File: src/rtl/div_result_buffer.sv
// div_result_buffer: elastic FIFO behind the divider with sticky overflow.
// Optional drop counter enabled by DIV_RESULT_BUF_DROP_CNT_EN.
module div_result_buffer #(
  parameter int N     = 5,
  parameter int M     = 3,
  parameter int DEPTH = 4,
  parameter int CNT_W = 8
) (
  input  logic                       clk,
  input  logic                       rst_n,
  input  logic                       result_ready,
  input  logic [N-1:0]               merchant,
  input  logic [M-1:0]               remainder,
  output logic                       out_valid,
  input  logic                       out_ready,
  output logic [N-1:0]               out_merchant,
  output logic [M-1:0]               out_remainder,
  output logic [$clog2(DEPTH):0]     fifo_count,
  output logic                       overflow,
`ifdef DIV_RESULT_BUF_DROP_CNT_EN
  output logic [CNT_W-1:0]           drop_cnt,
`endif
  input  logic                       clr_ovf
);

  localparam int AW = $clog2(DEPTH);
  localparam int PW = AW + 1;

  logic [N+M-1:0] mem [DEPTH];
  logic [PW-1:0]  wr_ptr;
  logic [PW-1:0]  rd_ptr;
  logic [AW-1:0]  wr_idx;
  logic [AW-1:0]  rd_idx;
  logic           empty;
  logic           full;
  logic           pop;
  logic           push;
  logic           drop;

  assign wr_idx = wr_ptr[AW-1:0];
  assign rd_idx = rd_ptr[AW-1:0];

  // Wrap bit distinguishes full from empty when indices match.
  assign empty = (wr_ptr == rd_ptr);
  assign full  = (wr_idx == rd_idx) &&
                 (wr_ptr[AW] != rd_ptr[AW]);

  assign out_valid = !empty;
  assign pop       = out_valid && out_ready;
  assign push      = result_ready && (!full || pop);
  assign drop      = result_ready && full && !pop;

  assign out_merchant  = mem[rd_idx][N+M-1:M];
  assign out_remainder = mem[rd_idx][M-1:0];
  assign fifo_count    = wr_ptr - rd_ptr;

  always_ff @(posedge clk or negedge rst_n) begin
    if (!rst_n) begin
      wr_ptr <= '0;
      rd_ptr <= '0;
      for (int i = 0; i < DEPTH; i++) begin
        mem[i] <= '0;
      end
    end else begin
      if (push) begin
        mem[wr_idx] <= {merchant, remainder};
        wr_ptr      <= wr_ptr + 1'b1;
      end
      if (pop) begin
        rd_ptr <= rd_ptr + 1'b1;
      end
    end
  end

  // A drop in the same cycle as a clear takes priority.
  always_ff @(posedge clk or negedge rst_n) begin
    if (!rst_n) begin
      overflow <= 1'b0;
    end else if (drop) begin
      overflow <= 1'b1;
    end else if (clr_ovf) begin
      overflow <= 1'b0;
    end
  end

`ifdef DIV_RESULT_BUF_DROP_CNT_EN
  always_ff @(posedge clk or negedge rst_n) begin
    if (!rst_n) begin
      drop_cnt <= '0;
    end else if (drop) begin
      if (clr_ovf) begin
        drop_cnt <= {{(CNT_W-1){1'b0}}, 1'b1};
      end else if (drop_cnt != {CNT_W{1'b1}}) begin
        drop_cnt <= drop_cnt + 1'b1;
      end
    end else if (clr_ovf) begin
      drop_cnt <= '0;
    end
  end
`endif

endmodule

File: config.mk
export PLATFORM = sky130hd
export DESIGN_NAME = div_result_buffer
export DESIGN_NICKNAME = d
export VERILOG_FILES = /design/src/rtl/div_result_buffer.sv
export SDC_FILE = /design/constraint.sdc
export NUM_CORES = 1
export LEC_CHECK = 0
export ABC_CLOCK_PERIOD_IN_PS = 4670
export BUFFER_PORTS_ARGS = -buffer_cell sky130_fd_sc_hd__buf_2
export CAP_MARGIN = 20
export CORE_MARGIN = 5
export CORE_UTILIZATION = 60
export DETAILED_ROUTE_END_ITERATION = 16
export PLACE_DENSITY_LB_ADDON = 0.25
export SYNTH_ARGS = -nofsm -noshare
export SYNTH_HDL_FRONTEND = slang
export SYNTH_SLANG_ARGS = --single-unit
File: constraint.sdc
create_clock -name clk -period 4.67 [get_ports clk]
set_clock_uncertainty 0.15 [all_clocks]
set_input_delay 0.934 -clock clk [delete_from_list [all_inputs] [get_ports clk]]
set_output_delay 0.934 -clock clk [all_outputs]
set_load 0.02 [all_outputs]
Yosys cells after proc, flatten, opt, wreduce, memory -nomap -nowiden

Index checks and enable logic that the tools add are counted.

Add/sub/neg operators: 3
Order comparisons: 3
Eq/ne operators: 3
Multiplexer cells: 8
Bitwise gates (word level): 2
Reduce and logical (&&, ||, !) cells: 11

Operators by type and width:

| kind                  | number |
|---|---|
| $bwmux W32            | 1 |
| $mux W8               | 3 |
| $bmux W8 S2           | 1 |
| $demux W8 S2          | 1 |
| $add A3 B1 Y3 const B | 2 |
| $ge A3 B3 Y1 const B  | 2 |
| $logic_and A1 B1 Y1   | 6 |
| $not A2 Y3            | 2 |
| $eq A3 B3 Y1          | 1 |
| $logic_not A1 Y1      | 3 |
| $lt A3 B1 Y1 const B  | 1 |
| $sub A3 B3 Y3         | 1 |
| $eq A2 B2 Y1          | 1 |
| $mux W1               | 2 |
| $reduce_bool A2 Y1    | 1 |
| $logic_or A1 B1 Y1    | 1 |
| $ne A1 B1 Y1          | 1 |

Register bits: 39
Input port bits: 13

Longest topological paths before layout

Gate-level depths: netlist of run 1.

Word-level depth: 6
Gate-level depth with buffers: 8
Depth with buffers taken out: 5

Least setup slack after synthesis of run 1

OpenSTA, ideal clock, no wires.

Kind: register -> output
Start: register wr_ptr[0]
End: output fifo_count[2]
Arrival time: 1442 ps
Data required time: 3586 ps
Setup slack: 2144 ps
Cell stages (with the launch flop): 5
Path buffers: 0
Cell sequence: dfrtp_1 inv_1 ha_1 fa_1 xnor2_1

Longest elaborated chain between the ends: 1

Ends and longest elaborated chain:

| element                | line | source |
|---|---|---|
| from (decl)            | 30   | `logic [PW-1:0] wr_ptr;` |
| from (signal assigned) | 67   | `wr_ptr <= wr_ptr + 1'b1;` |
| $sub A3 B3 Y3          | 55   | `assign fifo_count = wr_ptr - rd_ptr;` |
| to (decl)              | 18   | `output logic [$clog2(DEPTH):0] fifo_count,` |

Every way passes these cells.

Final worst setup path of run 1

Start: register rd_ptr[0]
End: output fifo_count[2]

Longest elaborated chain between the ends: 1

Ends and longest elaborated chain:

| element                | line | source |
|---|---|---|
| from (decl)            | 31   | `logic [PW-1:0] rd_ptr;` |
| from (signal assigned) | 70   | `rd_ptr <= rd_ptr + 1'b1;` |
| $sub A3 B3 Y3          | 55   |  |

Every way passes these cells.

==> impl_metrics.env, run 1 <==
export IMPL_yosys_warnings=0
export IMPL_relSlewSlack_pct=44.9
export IMPL_die_area_um2=4360
export IMPL_io_buffers=25
export IMPL_n_fill_cell=233
export IMPL_run_status="finished, final reports clean"
export IMPL_cp_start_kind="flip-flop"
export IMPL_ys_seq_area_share_pct=51.9
export IMPL_post_cts_buffers=0
export IMPL_cts_tree="yes"
export IMPL_finalSetupViolCount=0
export IMPL_clockRootBuffer="clkbuf_4"
export IMPL_rows=20
export IMPL_drc=0
export IMPL_gp_congestion=0.823
export IMPL_grt_pass1_wl_mm=5.91
export IMPL_cts_sinks=39
export IMPL_clk_latency_ns=0.33
export IMPL_rsz0062_at_grt="false"
export IMPL_cp_max_fo=11
export IMPL_grt_total_usage_pct=18.6
export IMPL_slowest_stage="dfrtp_1"
export IMPL_fin_cells=201
export IMPL_syn_area_per_cell_um2=14.7
export IMPL_ctsHoldBuffers=0
export IMPL_cts_buffers=5
export IMPL_synth_top_cell_area_share_pct=51.9
export IMPL_finalCritPeriodShare_pct=66.5
export IMPL_fp_dieW_um=66.0
export IMPL_synth_top_area_cell="dfrtp_1"
export IMPL_drt_iter0_markers=62
export IMPL_num_vias=1098
export IMPL_max_clock_freq_mhz=322
export IMPL_critPathMaxStageDelay_ns=0.64
export IMPL_placed_cell_area_um2=2040
export IMPL_area_growth_pct=11.1
export IMPL_fin_area_um2=2090
export IMPL_netlist_instances=128
export IMPL_synth_area_um2=1880
export IMPL_seq_area_um2=976
export IMPL_tns_ns=0
export IMPL_clk_path_buf_depth=2
export IMPL_dieHeight_um=66.0
export IMPL_antenna_cells=0
export IMPL_worst_slew_pin_slew_ns=0.827
export IMPL_wirelength_mm=3.33
export IMPL_dr_pass1_iters=4
export IMPL_synth_cell_types=25
export IMPL_wl_per_cell_um=16.6
export IMPL_layout_min_cycle_time_ns=3.10
export IMPL_syn_nets=149
export IMPL_end_kind="output pin"
export IMPL_nets=177
export IMPL_synth_area_top_cells="dfrtp_1, mux2_2, mux4_2"
export IMPL_slew_violations=0
export IMPL_grt_pass1_vias=1223
export IMPL_drive_gt1_share_pct=49.0
export IMPL_dp_hpwl_mm=2.37
export IMPL_dp_slack_ns=1.92
export IMPL_cp_arrival_ns=2.02
export IMPL_core_um2=3030
export IMPL_globalRouteOverflowTotal=0
export IMPL_grt_max_degree=40
export IMPL_h_tree_depth=2
export IMPL_drv_cap=0
export IMPL_antenna_found_initial=0
export IMPL_leakage_nw=0.927
export IMPL_cts_resized_gates=0
export IMPL_ys_ff_latch=39
export IMPL_ant_nets=0
export IMPL_floorplan_initialDensity_pct=62.1
export IMPL_clk_pin_slew_ns=0.11
export IMPL_finalPower_mw=1.68
export IMPL_path_class="flip-flop to output pin"
export IMPL_max_vdd_ir_drop_v=0.000408
export IMPL_hold_viol_final=0
export IMPL_path_cells="ha_1, fa_1, xnor2_1, buf_2"
export IMPL_multi_input_area_um2=862
export IMPL_cp_required_ns=3.59
export IMPL_viasPerCell=5.46
export IMPL_worst_slack_ns=1.57
export IMPL_power_density_nw_per_um2=803
export IMPL_dp_cells=193
export IMPL_min_path_type="flip-flop to flip-flop"
export IMPL_io_pins=26
cell usage in the layout, fill, tap and decap left out, drive strengths merged:
master,netlist,final
mux4,8,8
or3,1,1
xnor2,4,4
xor2,1,1
nor2,1,1
and2,1,1
mux2,34,34
and3b,1,1
nand3,1,1
o21ai,3,3
clkinv,0,1
buf,3,25
inv,6,6
o311ai,1,1
clkbuf,1,7
a221o,1,1
dfrtp,39,39
nor3,1,1
nand2,8,8
a21oi,3,3
fa,1,1
nand3b,1,1
ha,7,7
a21o,1,1
where the power goes:
group	switching, mW	internal, mW
clock network	0.0998	0.0588
logic	0.430	0.437
registers	0.144	0.509
total	0.674	1.01
worst paths after layout:
kind / slack [ns] / endpoint / cells after the start / startpoint
min in group asynchronous: 0.54 / wr_ptr[2]$_DFFE_PN0P_ / 1 / rst_n
max: 1.57 / fifo_count[2] / 4 / rd_ptr[0]$_DFFE_PN0P_
max in group asynchronous: 3.31 / overflow$_DFFE_PN0P_ / 1 / rst_n
max reg2reg: 2.01 / mem[11]$_DFFE_PN0P_ / 4 / rd_ptr[0]$_DFFE_PN0P_
min: 0.36 / mem[14]$_DFFE_PN0P_ / 1 / mem[14]$_DFFE_PN0P_
min reg2reg: 0.36 / mem[14]$_DFFE_PN0P_ / 1 / mem[14]$_DFFE_PN0P_
flip-flops by register name, summed over array words and instances, names as in the netlist:
register  count
overflow      1
rd_ptr        3
mem          32
wr_ptr        3
logic make-up after synthesis:
logic type | synth area share, %
mux | 29.9
flops | 51.9
simple gates | 3.86
buf+inv | 2.33
compound gates | 3.59
fa+ha+maj | 5.72
xor+xnor | 2.73
critical path: cells and delay by family, from the launching register on:
family,cells,cell delay [ns]
adders and majority gates,2,0.70
buffers and inverters,1,0.18
xor gates and xnor gates,1,0.16
DFF,1,0.64
cell usage after synthesis (all sizes together):
master / n
or3: 1
xnor2: 4
xor2: 1
o21ai: 3
ha: 7
and3b: 1
inv: 6
nand2: 8
a221o: 1
nor2: 1
nand3b: 1
fa: 1
buf: 3
a21oi: 3
mux4: 8
dfrtp: 39
o311ai: 1
mux2: 34
clkbuf: 1
nand3: 1
nor3: 1
a21o: 1
and2: 1
area by class of cell:
type	instances	share of cell area, %
clock buffers	7	2.15
well taps	44	2.63
repair buffers	25	5.98
clock inverters	1	0.239
multi-input cells	79	41.2
flip-flops and latches	39	46.7
inverters	6	1.08
layer usage:
layer | track usage [%] | wire, um | share of wire, % | vias up
li1 | - | - | - | 520
met5 | 0 | 0 | 0 | -
met2 | 30.8 | 1680 | 50 | 29
met4 | 6.09 | 67 | 2.0 | 0
met1 | 22.8 | 1440 | 43 | 542
met3 | 6.46 | 143 | 4.3 | 7
stage by stage:
stage	hold slack [ns]	utilization, %
2_1_floorplan	0.324	-
3_3_place_gp	0.332	67.4
3_5_place_dp	0.342	67.4
4_1_cts	0.367	69.0
5_1_grt	0.385	69.0
6_report	0.364	69.0
Note: power is estimated with default switching activity, not from simulation.
==> inputs of run 2 (changes only) <==
ABC_AREA = 1   (was default)
ABC_CLOCK_PERIOD_IN_PS = 2800   (was 4670)
CORE_UTILIZATION = 52   (was 60)
clock period = 2.8 ns   (was 4.67 ns; I/O delays follow)
==> impl_metrics.env, run 2 <==
export IMPL_clk_pin_slew_ns=0.09
export IMPL_dieHeight_um=73.2
export IMPL_regMostFlops="mem"
export IMPL_post_cts_buffers=0
export IMPL_ctsHoldBuffers=0
export IMPL_synth_commonest_cells="nand2_1, dfrtp_1, nand4_1, o21ai_0, nor2_1"
export IMPL_rsz0062_at_grt="false"
export IMPL_drt_iter0_markers=136
export IMPL_post_route_util_pct=57.2
export IMPL_synthFlopType="dfrtp_1"
export IMPL_io_pins=26
export IMPL_num_vias=1740
export IMPL_wirelength_mm=4.89
export IMPL_run_status="finished, final reports clean"
export IMPL_clk_path_buf_depth=2
export IMPL_crit_start="rd_ptr[0]$_DFFE_PN0P_"
export IMPL_gp_congestion=0.827
export IMPL_cp_max_fo=17
export IMPL_drv_cap=0
export IMPL_grt_pass1_vias=1619
export IMPL_clockRootBuffer="clkbuf_8"
export IMPL_synth_cell_types=19
export IMPL_min_path_type="input pin to asynchronous set/reset pin"
export IMPL_globalRouteOverflowTotal=0
export IMPL_tns_ns=0
export IMPL_leakage_nw=1.19
export IMPL_h_tree_depth=2
export IMPL_synth_area_um2=2080
export IMPL_largest_register_ffs=32
export IMPL_n_fill_cell=348
export IMPL_slew_violations=0
export IMPL_grt_max_degree=40
export IMPL_grt_pass1_wl_mm=8.12
export IMPL_cp_arrival_ns=1.76
export IMPL_layout_commonest_cell="nand2_1"
export IMPL_path_class="flip-flop to output pin"
export IMPL_synth_area_top_cells="dfrtp_1, nand2_1, nand4_1"
export IMPL_top_regs="mem x32, rd_ptr x3, wr_ptr x3"
export IMPL_ys_seq_area_share_pct=47.0
export IMPL_fp_dieW_um=73.2
export IMPL_relSlewSlack_pct=42.7
export IMPL_drive_gt1_share_pct=16.2
export IMPL_floorplan_initialDensity_pct=52.6
export IMPL_finalCritPeriodShare_pct=88.3
export IMPL_r2r_end="mem[23]$_DFFE_PN0P_"
export IMPL_r2r_start="rd_ptr[1]$_DFFE_PN0P_"
export IMPL_cts_tree="yes"
export IMPL_end_kind="output pin"
export IMPL_nets=285
export IMPL_yosysMostFrequentCell="nand2_1"
export IMPL_synth_edf_count=0
export IMPL_ff2ff_setup_slack_ns=0.69
export IMPL_worst_slew_pin_slew_ns=0.860
export IMPL_io_buffers=25
export IMPL_antenna_cells=0
export IMPL_synth_top_area_cell="dfrtp_1"
export IMPL_cp_required_ns=2.09
export IMPL_syn_area_per_cell_um2=8.54
export IMPL_layout_min_cycle_time_ns=2.47
export IMPL_synth_top_cell_area_share_pct=47.0
export IMPL_hold_viol_final=0
export IMPL_max_clock_freq_mhz=404
export IMPL_clk_latency_ns=0.30
export IMPL_viasPerCell=5.52
export IMPL_grt_total_usage_pct=20.2
export IMPL_ys_ff_latch=39
export IMPL_cp_start_kind="flip-flop"
export IMPL_ff2ff_path_depth=8
export IMPL_cts_buffers=5
export IMPL_dp_hpwl_mm=3.38
export IMPL_drc=0
export IMPL_max_vdd_ir_drop_v=0.000724
export IMPL_async_flop_share_pct=100
export IMPL_seq_area_um2=976
export IMPL_final_cell_mix="nand2_1, dfrtp_1, nand4_1"
export IMPL_netlist_instances=243
export IMPL_rows=23
export IMPL_yosys_warnings=0
export IMPL_dr_pass1_iters=4
export IMPL_cts_sinks=39
export IMPL_area_growth_pct=8.68
export IMPL_cts_resized_gates=0
export IMPL_multi_input_area_um2=927
export IMPL_syn_nets=264
export IMPL_die_area_um2=5360
export IMPL_dp_cells=307
export IMPL_fin_cells=315
export IMPL_ant_nets=0
export IMPL_antenna_found_initial=0
export IMPL_power_density_nw_per_um2=1290
export IMPL_finalSetupViolCount=0
export IMPL_core_um2=3940
export IMPL_hold_ws_ns=0.213
export IMPL_wl_per_cell_um=15.5
-- run 2: how the worst max path moves through the flow --
stage,end,slack [ns]
2_1_floorplan,fifo_count[2],0.68
3_3_place_gp,fifo_count[2],0.71
3_5_place_dp,out_merchant[3],0.67
4_1_cts,out_merchant[3],0.34
5_1_grt,out_merchant[2],0.24
6_report,out_remainder[0],0.33
-- run 2: through the flow --
| stage | area (um^2) | setup slack, ns | total power [mW] |
|---|---|---|---|
| detailed placement | 2160 | 0.670 | 2.52 |
| global route | 2260 | 0.244 | 3.16 |
| floorplan | 2080 | 0.685 | 2.13 |
| finish | 2260 | 0.328 | 2.91 |
| global placement | 2160 | 0.706 | 2.50 |
| CTS | 2260 | 0.345 | 2.92 |
-- run 2: worst max-delay path, stage by stage (launching register included) --
cell     delay [ns]
dfrtp_1        0.42
buf_4          0.20
inv_1          0.34
nor2_1         0.09
o22ai_1        0.21
buf_2          0.20
-- run 2: logic make-up after synthesis --
group,count (synthesis),synth area share (%)
compound gates,25,6.51
xor+xnor,2,0.844
fa+ha+maj,8,5.18
buf+inv,25,8.32
flops,39,47.0
simple gates,144,32.1
-- run 2: final cells by class --
class                           count  share of cell area [%]
Tap cell                           50                    2.77
Clock buffer                        5                    3.05
Multi-Input combinational cell    179                    41.1
Inverter                            9                    1.50
Clock inverter                      3                    1.11
Timing Repair Buffer               30                    7.21
Sequential cell                    39                    43.3
-- run 2: where the power goes --
part           total [mW]  switching [mW]  internal [mW]
clock network       0.397           0.218          0.178
logic                1.51           0.998          0.512
registers            1.00           0.178          0.824
-- run 2: per-layer routing --
| layer | vias up | global-route usage [%] | wire (um) |
|---|---|---|---|
| met5 | - | 0 | 0 |
| met4 | 0 | 6.15 | 61 |
| met3 | 7 | 4.96 | 384 |
| met2 | 60 | 28.9 | 2220 |
| met1 | 810 | 30.0 | 2220 |
| li1 | 863 | - | - |
==> inputs of run 3 (changes only) <==
CELL_PAD_IN_SITES_DETAIL_PLACEMENT = 1   (was default)
CELL_PAD_IN_SITES_GLOBAL_PLACEMENT = 1   (was default)
CORE_UTILIZATION = 39   (was 52)
==> impl_metrics.env, run 3 (same netlist as run 2, synthesis figures left out) <==
export IMPL_worst_slack_ns=0.342
export IMPL_io_buffers=25
export IMPL_min_path_type="input pin to asynchronous set/reset pin"
export IMPL_ant_nets=0
export IMPL_drc=0
export IMPL_power_density_nw_per_um2=1320
export IMPL_p_int_mw=1.58
export IMPL_clk_pin_slew_ns=0.07
export IMPL_cts_tree="yes"
export IMPL_rows=26
export IMPL_regMostFlops="mem"
export IMPL_viasPerCell=5.29
export IMPL_fp_dieW_um=83.0
export IMPL_grt_total_usage_pct=17.7
export IMPL_ctsHoldBuffers=0
export IMPL_globalRouteOverflowTotal=0
export IMPL_crit_start="wr_ptr[0]$_DFFE_PN0P_"
export IMPL_combPwrFrac_pct=52.5
export IMPL_cp_start_kind="flip-flop"
export IMPL_cts_resized_gates=0
export IMPL_core_um2=5140
export IMPL_p_sw_share_pct=47.8
export IMPL_r2r_end="mem[30]$_DFFE_PN0P_"
export IMPL_slew_violations=0
export IMPL_floorplan_initialDensity_pct=40.4
export IMPL_io_pins=26
export IMPL_grt_pass1_vias=1912
export IMPL_max_vdd_ir_drop_v=0.000456
export IMPL_finalCritPeriodShare_pct=87.8
export IMPL_largest_register_ffs=32
export IMPL_final_cell_mix="nand2_1, dfrtp_1, nand4_1"
export IMPL_p_sw_mw=1.44
export IMPL_drive_gt1_share_pct=16.2
export IMPL_dieHeight_um=83.0
export IMPL_dp_cells=328
export IMPL_num_vias=1779
export IMPL_gp_congestion=0.787
export IMPL_clockRootBuffer="clkbuf_8"
export IMPL_seqPwrFrac_pct=33.5
export IMPL_cts_buffers=5
export IMPL_hold_viol_final=0
export IMPL_die_area_um2=6880
export IMPL_r2r_start="wr_ptr[0]$_DFFE_PN0P_"
export IMPL_fin_cells=336
export IMPL_rsz0062_at_grt="false"
export IMPL_cp_max_fo=4
export IMPL_wl_per_cell_um=17.4
export IMPL_worst_slew_pin_slew_ns=0.872
export IMPL_drt_iter0_markers=106
export IMPL_cp_required_ns=2.09
export IMPL_post_route_util_pct=44.6
export IMPL_hold_ws_ns=0.231
export IMPL_post_cts_buffers=0
export IMPL_layout_commonest_cell="nand2_1"
export IMPL_layout_min_cycle_time_ns=2.46
export IMPL_drv_cap=0
export IMPL_clk_latency_ns=0.29
export IMPL_clk_path_buf_depth=2
export IMPL_nets=286
export IMPL_tns_ns=0
export IMPL_ff2ff_path_depth=8
export IMPL_wirelength_mm=5.83
export IMPL_area_growth_pct=10.5
export IMPL_path_class="flip-flop to output pin"
export IMPL_antenna_cells=0
export IMPL_dr_pass1_iters=4
export IMPL_p_clk_share_pct=13.9
export IMPL_dp_slack_ns=0.600
export IMPL_h_tree_depth=2
export IMPL_run_status="finished, final reports clean"
export IMPL_cp_arrival_ns=1.75
export IMPL_relSlewSlack_pct=41.8
export IMPL_cts_sinks=39
export IMPL_ff2ff_setup_slack_ns=0.60
export IMPL_antenna_found_initial=0
export IMPL_max_clock_freq_mhz=407
export IMPL_grt_max_degree=40
export IMPL_top_regs="mem x32, rd_ptr x3, wr_ptr x3"
export IMPL_end_kind="output pin"
export IMPL_leakage_nw=1.20
export IMPL_grt_pass1_wl_mm=9.87
export IMPL_finalSetupViolCount=0
export IMPL_dp_hpwl_mm=4.07
## run 3: changes by cell type in the layout (fill, tap and decap cells not counted), sizes merged
cell,change
buf,+1
clkinv,-2
clkinvlp,-1
clkbuf,+3
## run 3: critical path, cell delays in order (launching register included)
cell and delay [ns]:
dfrtp_1 0.41, inv_1 0.11, ha_1 0.23, fa_1 0.38, xor2_1 0.15, buf_2 0.18
## run 3: layout make-up
| class | instances | area [um^2] |
|---|---|---|
| repair buffers | 31 | 170 |
| clock buffers | 8 | 100 |
| multi-input cells | 179 | 927 |
| inverters | 9 | 33.8 |
| fillers | 661 | 2850 |
| well taps | 70 | 87.6 |
| flip-flops and latches | 39 | 976 |
## run 3: how the worst max path moves through the flow
| stage | endpoint | slack, ns |
|---|---|---|
| floorplan | fifo_count[2] | 0.68 |
| global placement | mem[31]$_DFFE_PN0P_ | 0.61 |
| detailed placement | mem[27]$_DFFE_PN0P_ | 0.60 |
| CTS | fifo_count[2] | 0.33 |
| global route | fifo_count[2] | 0.22 |
| finish | fifo_count[2] | 0.34 |
## run 3: routing by layer
layer | share of wire (%) | vias to the layer above | GRT usage [%]
met5 | 0 | - | 0
met4 | 0.94 | 0 | 4.01
met3 | 2.3 | 4 | 3.17
met2 | 49 | 21 | 29.9
met1 | 48 | 887 | 23.5
li1 | - | 867 | -
## run 3: stage by stage
| step | instance area, um^2 | power (mW) |
|---|---|---|
| 3_3_place_gp | 2190 | 2.59 |
| 4_1_cts | 2290 | 3.06 |
| 6_report | 2290 | 3.02 |
| 2_1_floorplan | 2080 | 2.13 |
| 3_5_place_dp | 2190 | 2.63 |
| 5_1_grt | 2290 | 3.28 |
## run 3: power groups by stage
stage	registers, mW	clock network, mW	logic (mW)
floorplan	0.952	0	1.18
global placement	1.02	0	1.57
detailed placement	1.02	0	1.61
CTS	1.01	0.436	1.62
global route	1.04	0.460	1.78
finish	1.01	0.422	1.59
